`src/rtl/bf_pkg.sv`:
```
// Shared types and opcode constants for the brainfuck CPU pipeline.
// Micro-op kinds and ASCII opcode values used by decode and execute.
package bf_pkg;

  typedef enum logic [2:0] {
    K_DATA = 3'd0,
    K_PTR  = 3'd1,
    K_JZ   = 3'd2,
    K_JNZ  = 3'd3,
    K_OUT  = 3'd4,
    K_IN   = 3'd5,
    K_HALT = 3'd6
  } op_kind_t;

  localparam logic [7:0] OPC_INC   = 8'h2B;
  localparam logic [7:0] OPC_DEC   = 8'h2D;
  localparam logic [7:0] OPC_RIGHT = 8'h3E;
  localparam logic [7:0] OPC_LEFT  = 8'h3C;
  localparam logic [7:0] OPC_JZ    = 8'h5B;
  localparam logic [7:0] OPC_JNZ   = 8'h5D;
  localparam logic [7:0] OPC_OUT   = 8'h2E;
  localparam logic [7:0] OPC_IN    = 8'h2C;
  localparam logic [7:0] OPC_HALT  = 8'h00;

endpackage

```
`src/rtl/bf_opcode_classify.sv`:
```
// Combinational opcode classifier: command flag, kind, step sign and
// whether the opcode belongs to a mergeable arithmetic class.
module bf_opcode_classify
  import bf_pkg::*;
#(
  parameter int D_WIDTH = 8
) (
  input  logic [D_WIDTH-1:0] i_opcode,
  output logic               o_is_cmd,
  output op_kind_t           o_kind,
  output logic               o_neg,
  output logic               o_coal
);

  always_comb begin
    o_is_cmd = 1'b1;
    o_kind   = K_DATA;
    o_neg    = 1'b0;
    o_coal   = 1'b0;
    unique case (1'b1)
      (i_opcode == D_WIDTH'(OPC_INC)): begin
        o_coal = 1'b1;
      end
      (i_opcode == D_WIDTH'(OPC_DEC)): begin
        o_coal = 1'b1;
        o_neg  = 1'b1;
      end
      (i_opcode == D_WIDTH'(OPC_RIGHT)): begin
        o_kind = K_PTR;
        o_coal = 1'b1;
      end
      (i_opcode == D_WIDTH'(OPC_LEFT)): begin
        o_kind = K_PTR;
        o_coal = 1'b1;
        o_neg  = 1'b1;
      end
      (i_opcode == D_WIDTH'(OPC_JZ)):   o_kind = K_JZ;
      (i_opcode == D_WIDTH'(OPC_JNZ)):  o_kind = K_JNZ;
      (i_opcode == D_WIDTH'(OPC_OUT)):  o_kind = K_OUT;
      (i_opcode == D_WIDTH'(OPC_IN)):   o_kind = K_IN;
      (i_opcode == D_WIDTH'(OPC_HALT)): o_kind = K_HALT;
      default: o_is_cmd = 1'b0;
    endcase
  end

endmodule

```
`src/rtl/stage_decode.sv`:
```
// Decode stage: drops comments, merges +/- and </> runs into deltas.
// Run merging is built only when DECODE_COALESCE_EN is defined.
module stage_decode
  import bf_pkg::*;
#(
  parameter int D_WIDTH   = 8,
  parameter int ARG_WIDTH = 8
) (
  input  logic                 clk,
  input  logic                 reset_n,
  input  logic [D_WIDTH-1:0]   opcode,
  input  logic                 drdy_in,
  output logic                 ack_out,
  output logic                 op_valid,
  output logic [2:0]           op_kind,
  output logic [ARG_WIDTH-1:0] op_arg,
  input  logic                 op_ack,
  output logic                 halted
);

  localparam logic [ARG_WIDTH-1:0] ARG_ONE = ARG_WIDTH'(1);
  localparam logic [ARG_WIDTH-1:0] ARG_NEG = '1;

  logic                 r_acc_v;
  logic                 r_acc_c;
  op_kind_t             r_acc_k;
  logic [ARG_WIDTH-1:0] r_acc_a;
  logic                 r_out_v;
  op_kind_t             r_out_k;
  logic [ARG_WIDTH-1:0] r_out_a;
  logic                 r_halted;

  logic                 w_cmd;
  op_kind_t             w_kind;
  logic                 w_neg;
  logic                 w_coal;
  logic [ARG_WIDTH-1:0] w_step;
  logic                 w_free;
  logic                 w_merge;
  logic                 w_closing;
  logic                 w_ld_closed;
  logic                 w_vacate;
  logic                 w_accept;
  logic                 w_load;

  bf_opcode_classify #(
    .D_WIDTH (D_WIDTH)
  ) u_cls (
    .i_opcode (opcode),
    .o_is_cmd (w_cmd),
    .o_kind   (w_kind),
    .o_neg    (w_neg),
    .o_coal   (w_coal)
  );

  assign w_free = !r_out_v || op_ack;
  assign w_step = w_neg ? ARG_NEG : ARG_ONE;

`ifdef DECODE_COALESCE_EN
  localparam logic [ARG_WIDTH-1:0] ARG_MAX =
    {1'b0, {(ARG_WIDTH-1){1'b1}}};
  localparam logic [ARG_WIDTH-1:0] ARG_MIN =
    {1'b1, {(ARG_WIDTH-1){1'b0}}};

  logic w_open;
  logic w_same;
  logic w_ovf;

  assign w_open = r_acc_v && !r_acc_c;
  assign w_same = w_cmd && w_coal && (w_kind == r_acc_k);
  assign w_ovf  = w_neg ? (r_acc_a == ARG_MIN)
                        : (r_acc_a == ARG_MAX);
  assign w_merge = w_open && drdy_in && w_same && !w_ovf;
  // An idle cycle flushes an open run so execute never starves.
  assign w_closing = w_open &&
    (!drdy_in || (w_cmd && (!w_same || w_ovf)));
  assign w_ld_closed = !w_coal;
`else
  assign w_merge     = 1'b0;
  assign w_closing   = 1'b0;
  assign w_ld_closed = 1'b1;
`endif

  assign w_vacate = r_acc_v && (r_acc_c || w_closing) && w_free;
  assign w_accept = !w_cmd || !r_acc_v || w_merge || w_vacate;
  assign ack_out  = reset_n && drdy_in && !r_halted && w_accept;
  assign w_load   = ack_out && w_cmd && !w_merge;

  always_ff @(posedge clk or negedge reset_n) begin
    if (!reset_n) begin
      r_acc_v  <= 1'b0;
      r_acc_c  <= 1'b0;
      r_acc_k  <= K_DATA;
      r_acc_a  <= '0;
      r_out_v  <= 1'b0;
      r_out_k  <= K_DATA;
      r_out_a  <= '0;
      r_halted <= 1'b0;
    end else begin
      if (w_free) begin
        r_out_v <= w_vacate;
        if (w_vacate) begin
          r_out_k <= r_acc_k;
          r_out_a <= r_acc_a;
        end
      end
      if (w_load) begin
        r_acc_v <= 1'b1;
        r_acc_c <= w_ld_closed;
        r_acc_k <= w_kind;
        r_acc_a <= w_coal ? w_step : '0;
      end else if (ack_out && w_merge) begin
        r_acc_a <= r_acc_a + w_step;
      end else if (w_vacate) begin
        r_acc_v <= 1'b0;
      end else if (w_closing) begin
        r_acc_c <= 1'b1;
      end
      if (w_load && (w_kind == K_HALT)) begin
        r_halted <= 1'b1;
      end
    end
  end

  assign op_valid = r_out_v;
  assign op_kind  = r_out_k;
  assign op_arg   = r_out_a;
  assign halted   = r_halted;

endmodule
```
`config.mk`:
```
export PLATFORM = sky130hd
export DESIGN_NAME = stage_decode
export DESIGN_NICKNAME = d
export VERILOG_FILES = /design/src/rtl/bf_pkg.sv /design/src/rtl/bf_opcode_classify.sv /design/src/rtl/stage_decode.sv
export SDC_FILE = /design/constraint.sdc
export NUM_CORES = 1
export LEC_CHECK = 0
export CORE_MARGIN = 4
export CORE_UTILIZATION = 47
export DETAILED_ROUTE_END_ITERATION = 10
export PLACE_DENSITY = 0.79
export SYNTH_ARGS = -nofsm -noshare
export SYNTH_HDL_FRONTEND = slang
export SYNTH_SLANG_ARGS = --single-unit
```
`constraint.sdc`:
```
create_clock -name clk -period 5.3 [get_ports clk]
set_clock_uncertainty 0.15 [all_clocks]
set_input_delay 1.06 -clock clk [delete_from_list [all_inputs] [get_ports clk]]
set_output_delay 1.06 -clock clk [all_outputs]
set_load 0.01 [all_outputs]
```
# Word-level counts from Yosys, hierarchy flattened

Cells that the tools add are included.

Output and inout port bits: 14
Memory bits (read-only): 0
Register bits after elaboration: 26
Bits in latches: 0
Input port bits: 12
Bits in writable memories: 0
Logic and storage cells: 46
Memories: 0

Eq/ne operators: 9
Reductions and logical operators: 21
Magnitude comparators: 0
$mul: 0
Add/subtract/negate cells: 0
Bitwise logic cells: 0
Div/mod/pow operators: 0
Shifts and indexed selects: 0
Muxes and demuxes: 8

Operators by type and width:

| cell                                                 | number |
|---|---|
| equality test 8 x 6 -> 1 bit (second input constant) | 6 |
| case mux 3 bit (6 select lines)                      | 1 |
| equality test 8 x 7 -> 1 bit (second input constant) | 2 |
| two-way mux 8 bit                                    | 2 |
| OR reduction 9 bit                                   | 1 |
| zero test 8 bit                                      | 1 |
| logical AND 1 bit                                    | 7 |
| two-way mux 1 bit                                    | 5 |
| zero test 1 bit                                      | 4 |
| OR reduction 2 bit                                   | 2 |
| OR reduction 4 bit                                   | 1 |
| equality test 3 bit (second input constant)          | 1 |
| logical OR 1 bit                                     | 3 |
| AND reduction 2 bit                                  | 1 |
| nonzero test 2 bit                                   | 1 |

# Longest topological paths before layout

Depth after elaboration: 9
Depth in mapped cells: 6
Depth with buffers taken out: 5

# Cells and area by module

From an unflattened synthesis, not the netlist that was laid out.

Cells, all modules: 80
Area total of the unflattened synthesis: 897.1 µm²

Modules (own cells, without submodules):

| module             | times used | seq. area each (µm²) | area an instance (µm²) | cells each |
|---|---|---|---|---|
| stage_decode       | 1          | 350.3                | 681.9                  | 48 |
| bf_opcode_classify | 1          | 0.0                  | 215.2                  | 32 |

# Worst setup path after synthesis

OpenSTA, ideal clock, no wires.

Path kind: in2out
Start point: input opcode[2]
End point: output ack_out
Cell stages on the path: 6
Path buffers: 1
Arrival: 2.089 ns
Slack: 2.001 ns
Required time: 4.090 ns
Cell sequence: buf_6 > or4_4 > a21oi_2 > a21oi_2 > nand2_1 > a21oi_1

Cells in the longest elaborated chain, start to end: 7
Elaborated cells between the ends (all ways): 15

RTL lines:

| what                                                 | line                     | source |
|---|---|---|
| start, declared                                      | stage_decode.sv:11       | `input logic [D_WIDTH-1:0] opcode,` |
| equality test 8 x 6 -> 1 bit (tied with other cells) | bf_opcode_classify.sv:40 | `(i_opcode == D_WIDTH'(OPC_IN)): o_kind = K_IN;` |
| OR reduction 9 bit (no source line) (*)              | --                       |  |
| two-way mux 1 bit (*)                                | bf_opcode_classify.sv:20 | `unique case (1'b1)` |
| zero test 1 bit (*)                                  | stage_decode.sv:85       | `assign w_accept = !w_cmd \|\| !r_acc_v \|\| w_merge \|\| w_vacate;` |
| logical OR 1 bit (*) (2 in a row)                    | stage_decode.sv:85       |  |
| logical AND 1 bit (*)                                | stage_decode.sv:86       | `assign ack_out = reset_n && drdy_in && !r_halted && w_accept;` |
| end, declared                                        | stage_decode.sv:13       | `output logic ack_out,` |

Every way passes the cells marked *; elsewhere a longest branch is shown, timed or not.

# Worst setup path in the final report

Start point: input opcode[5]
End point: output ack_out

Same word-level chain as after synthesis.

==> flow_summary.yaml <==
outcome:
  status: "completed"
floorplanning:
  die-area_um2: 2390
  start_util_pct: 50.9
  die_y_um: 48.9
  fp-row-count: 14
  coreArea_um2: 1540
  ios: 26
  die_w_um: 48.9
critical_path:
  crit_path_end_kind: "output pin"
  worstPathArrival_ns: 3.17
  cp-start-kind: "input port"
  critPathKind: "input port to output pin"
  cp_max_fo: 7
  worst_ep_required_time_ns: 4.09
clock_tree:
  cts-htree-levels: 1
  cts_repair_resize_count: 0
  cts.sinks: 14
  holdBufCountCts: 0
  clk_latency_ns: 0.29
  cts_root_buf: "clkbuf_4"
  cts_tree: "yes"
  numCtsBuffers: 3
  postCtsSetupBuffers: 0
  clkTransAtPathRegs_ns: 0.09
  clock_path_buffers: 2
cells_and_area:
  syn_to_final_growth_pct: 32.9
  num-fill-cells: 125
  multiInputGateArea_um2: 370
  nets: 109
  drive_above_1_share_pct: 21.9
  utilization_pct: 67.6
  seq_area_um2: 350
  antennaDiodeCount: 0
  instances_no_fill: 112
global_route:
  grt_util_met1_pct: 17.3
  antenna_found_initial: 0
  use_met3_pct: 4.89
  gr-usage-all-layers_pct: 14.3
  grt_start_max_net_pins: 17
  use_met2_pct: 23.0
  grt_pass1_wl_um: 2650
  grt_busiest_layer: "met2"
  grt_pass1_vias: 607
  grt-ovfl-total: 0
place:
  port-buffer-count: 25
  dp_cells: 108
  place_congestion: 0.801
  dp_hpwl_um: 1230
  post-place-ws_ns: 0.946
synth:
  syn_inst: 73
  async_reset_ff_share_pct: 100
  ys_types: 30
  ys_ff_latch: 14
  synth_edf_count: 0
  yosysWarnings: 0
  synth-main-ff-cell: "dfrtp_1"
  synth_area_um2: 785
  synth_area_per_cell_um2: 10.7
  ys_seq_area_share_pct: 44.7
  syn_nets: 85
sta:
  period_needed_ns: 4.38
  finalHoldViolations: 0
  period_share_pct: 82.6
  setup-violations-final: 0
  setup_ws_ns: 0.922
  fin_tns_setup_ns: 0
  relSlewSlack_pct: 65.4
  worst_slew_pin_slew_ns: 0.518
  maxSlewViolCount: 0
  max_freq_ghz: 0.228
  rsz0062_at_grt: "false"
power:
  switching_share_pct: 24.7
  p_int_uw: 172
  ir_worst_vdd_mv: 0.116
  p_per_area_nw_per_um2: 220
  power_uw: 229
  p_comb_share_pct: 15.0
  p_clk_share_pct: 34.9
  pwr-share-seq_pct: 50.1
  leakage_nw: 0.452
  p_sw_uw: 56.6
drt:
  drtPass1Iterations: 4
  drc_errors: 0
  viasPerCell: 5.70
  vias: 638
  ant_nets: 0
  wire_per_inst_um: 14.7
  drtIter0Drc: 11
  drt_wl_total_um: 1650
flow_run:
  max_cap_viol_count: 0
worst_hold_path:
  hold_path.class: "flop to flop"
## cells by family (layout without fill, tap and decap cells)
logic type | Yosys count | count (layout) | synth area share (%)
multiplexers | 9 | 9 | 12.9
flip-flops | 14 | 14 | 44.7
AO/OA/AOI/OAI | 13 | 13 | 12.6
buffers and inverters | 9 | 32 | 8.13
XOR/XNOR | 2 | 2 | 2.23
AND/OR/NAND/NOR | 26 | 26 | 19.5
## state kept, by name, summed over array words and instances, names as in the netlist
signal    flops
halted        1
op_arg        2
op_kind       3
op_valid      1
r_acc_a       2
r_acc_c       1
r_acc_k       3
r_acc_v       1
## area by class of cell
type / count / area share (%)
clock buffer: 4 / 3.48
inverter: 2 / 0.720
multi-input combinational: 50 / 35.5
sequential: 14 / 33.6
tap: 16 / 1.92
timing repair buffer: 26 / 24.7
## power groups by stage
stage               Sequential (mW)  Combinational, mW  Clock [mW]
floorplan                     0.117             0.0145           0
global placement              0.117             0.0331           0
detailed placement            0.117             0.0343           0
CTS                           0.115             0.0344      0.0817
global route                  0.116             0.0374      0.0849
finish                        0.115             0.0343      0.0798
## metal layers
layer	wire, um	up-vias
li1	-	305
met1	656	300
met2	814	28
met3	143	5
met4	34	0
met5	0	-
## metrics by stage
step                      hold WS, ns  cell area, um2
final                           0.346            1040
after global routing            0.381            1040
after CTS                       0.349            1040
after detailed placement        0.329            1010
after global placement          0.315            1010
after floorplan                 0.308             785
## critical path, stage by stage
cell and delay, ns:
clkdlybuf4s50_1 0.51, nand4b_1 0.25, nor3b_1 0.48, a21oi_2 0.17
nand2_1 0.12, a21oi_1 0.08, clkdlybuf4s50_1 0.49
## worst paths after layout
kind / slack, ns / from / cells past startpoint / to
hold / removal: 0.35 / r_acc_v / 2 / op_valid
hold reg to reg: 0.35 / r_acc_v / 2 / op_valid
max in group asynchronous: 3.90 / reset_n / 2 / r_acc_k[2]
setup reg to reg: 3.51 / op_valid / 5 / r_acc_k[2]
setup / recovery: 0.92 / opcode[5] / 7 / ack_out
min in group asynchronous: 0.93 / reset_n / 2 / op_arg[0]
## cell usage in the layout, fill, tap and decap left out, types with 2 or more instances in the layout
cell type and count:
clkdlybuf4s50_1 25, dfrtp_1 14, mux2_2 9, nand2_1 6, a21oi_1 3, o21ai_0 3, clkbuf_4 3, nor3b_1 2
nand3_1 2, a21oi_2 2, nor2_1 2, nor2b_1 2, inv_1 2, or2_2 2, nor4_1 2
## synth_stat cells (2+ instances only)
library cell,instances,area share (%)
nor2b_1,2,1.6
a21oi_1,3,1.9
or2_2,2,1.6
inv_1,2,0.96
a21oi_2,2,2.2
nor2_1,2,0.96
dfrtp_1,14,45
nand3_1,2,1.3
nand2_1,6,2.9
mux2_2,9,13
buf_4,6,5.7
o21ai_0,3,1.9
nor4_1,2,1.6
nor3b_1,2,1.9
No activity file was read; power rests on OpenSTA's default activity.
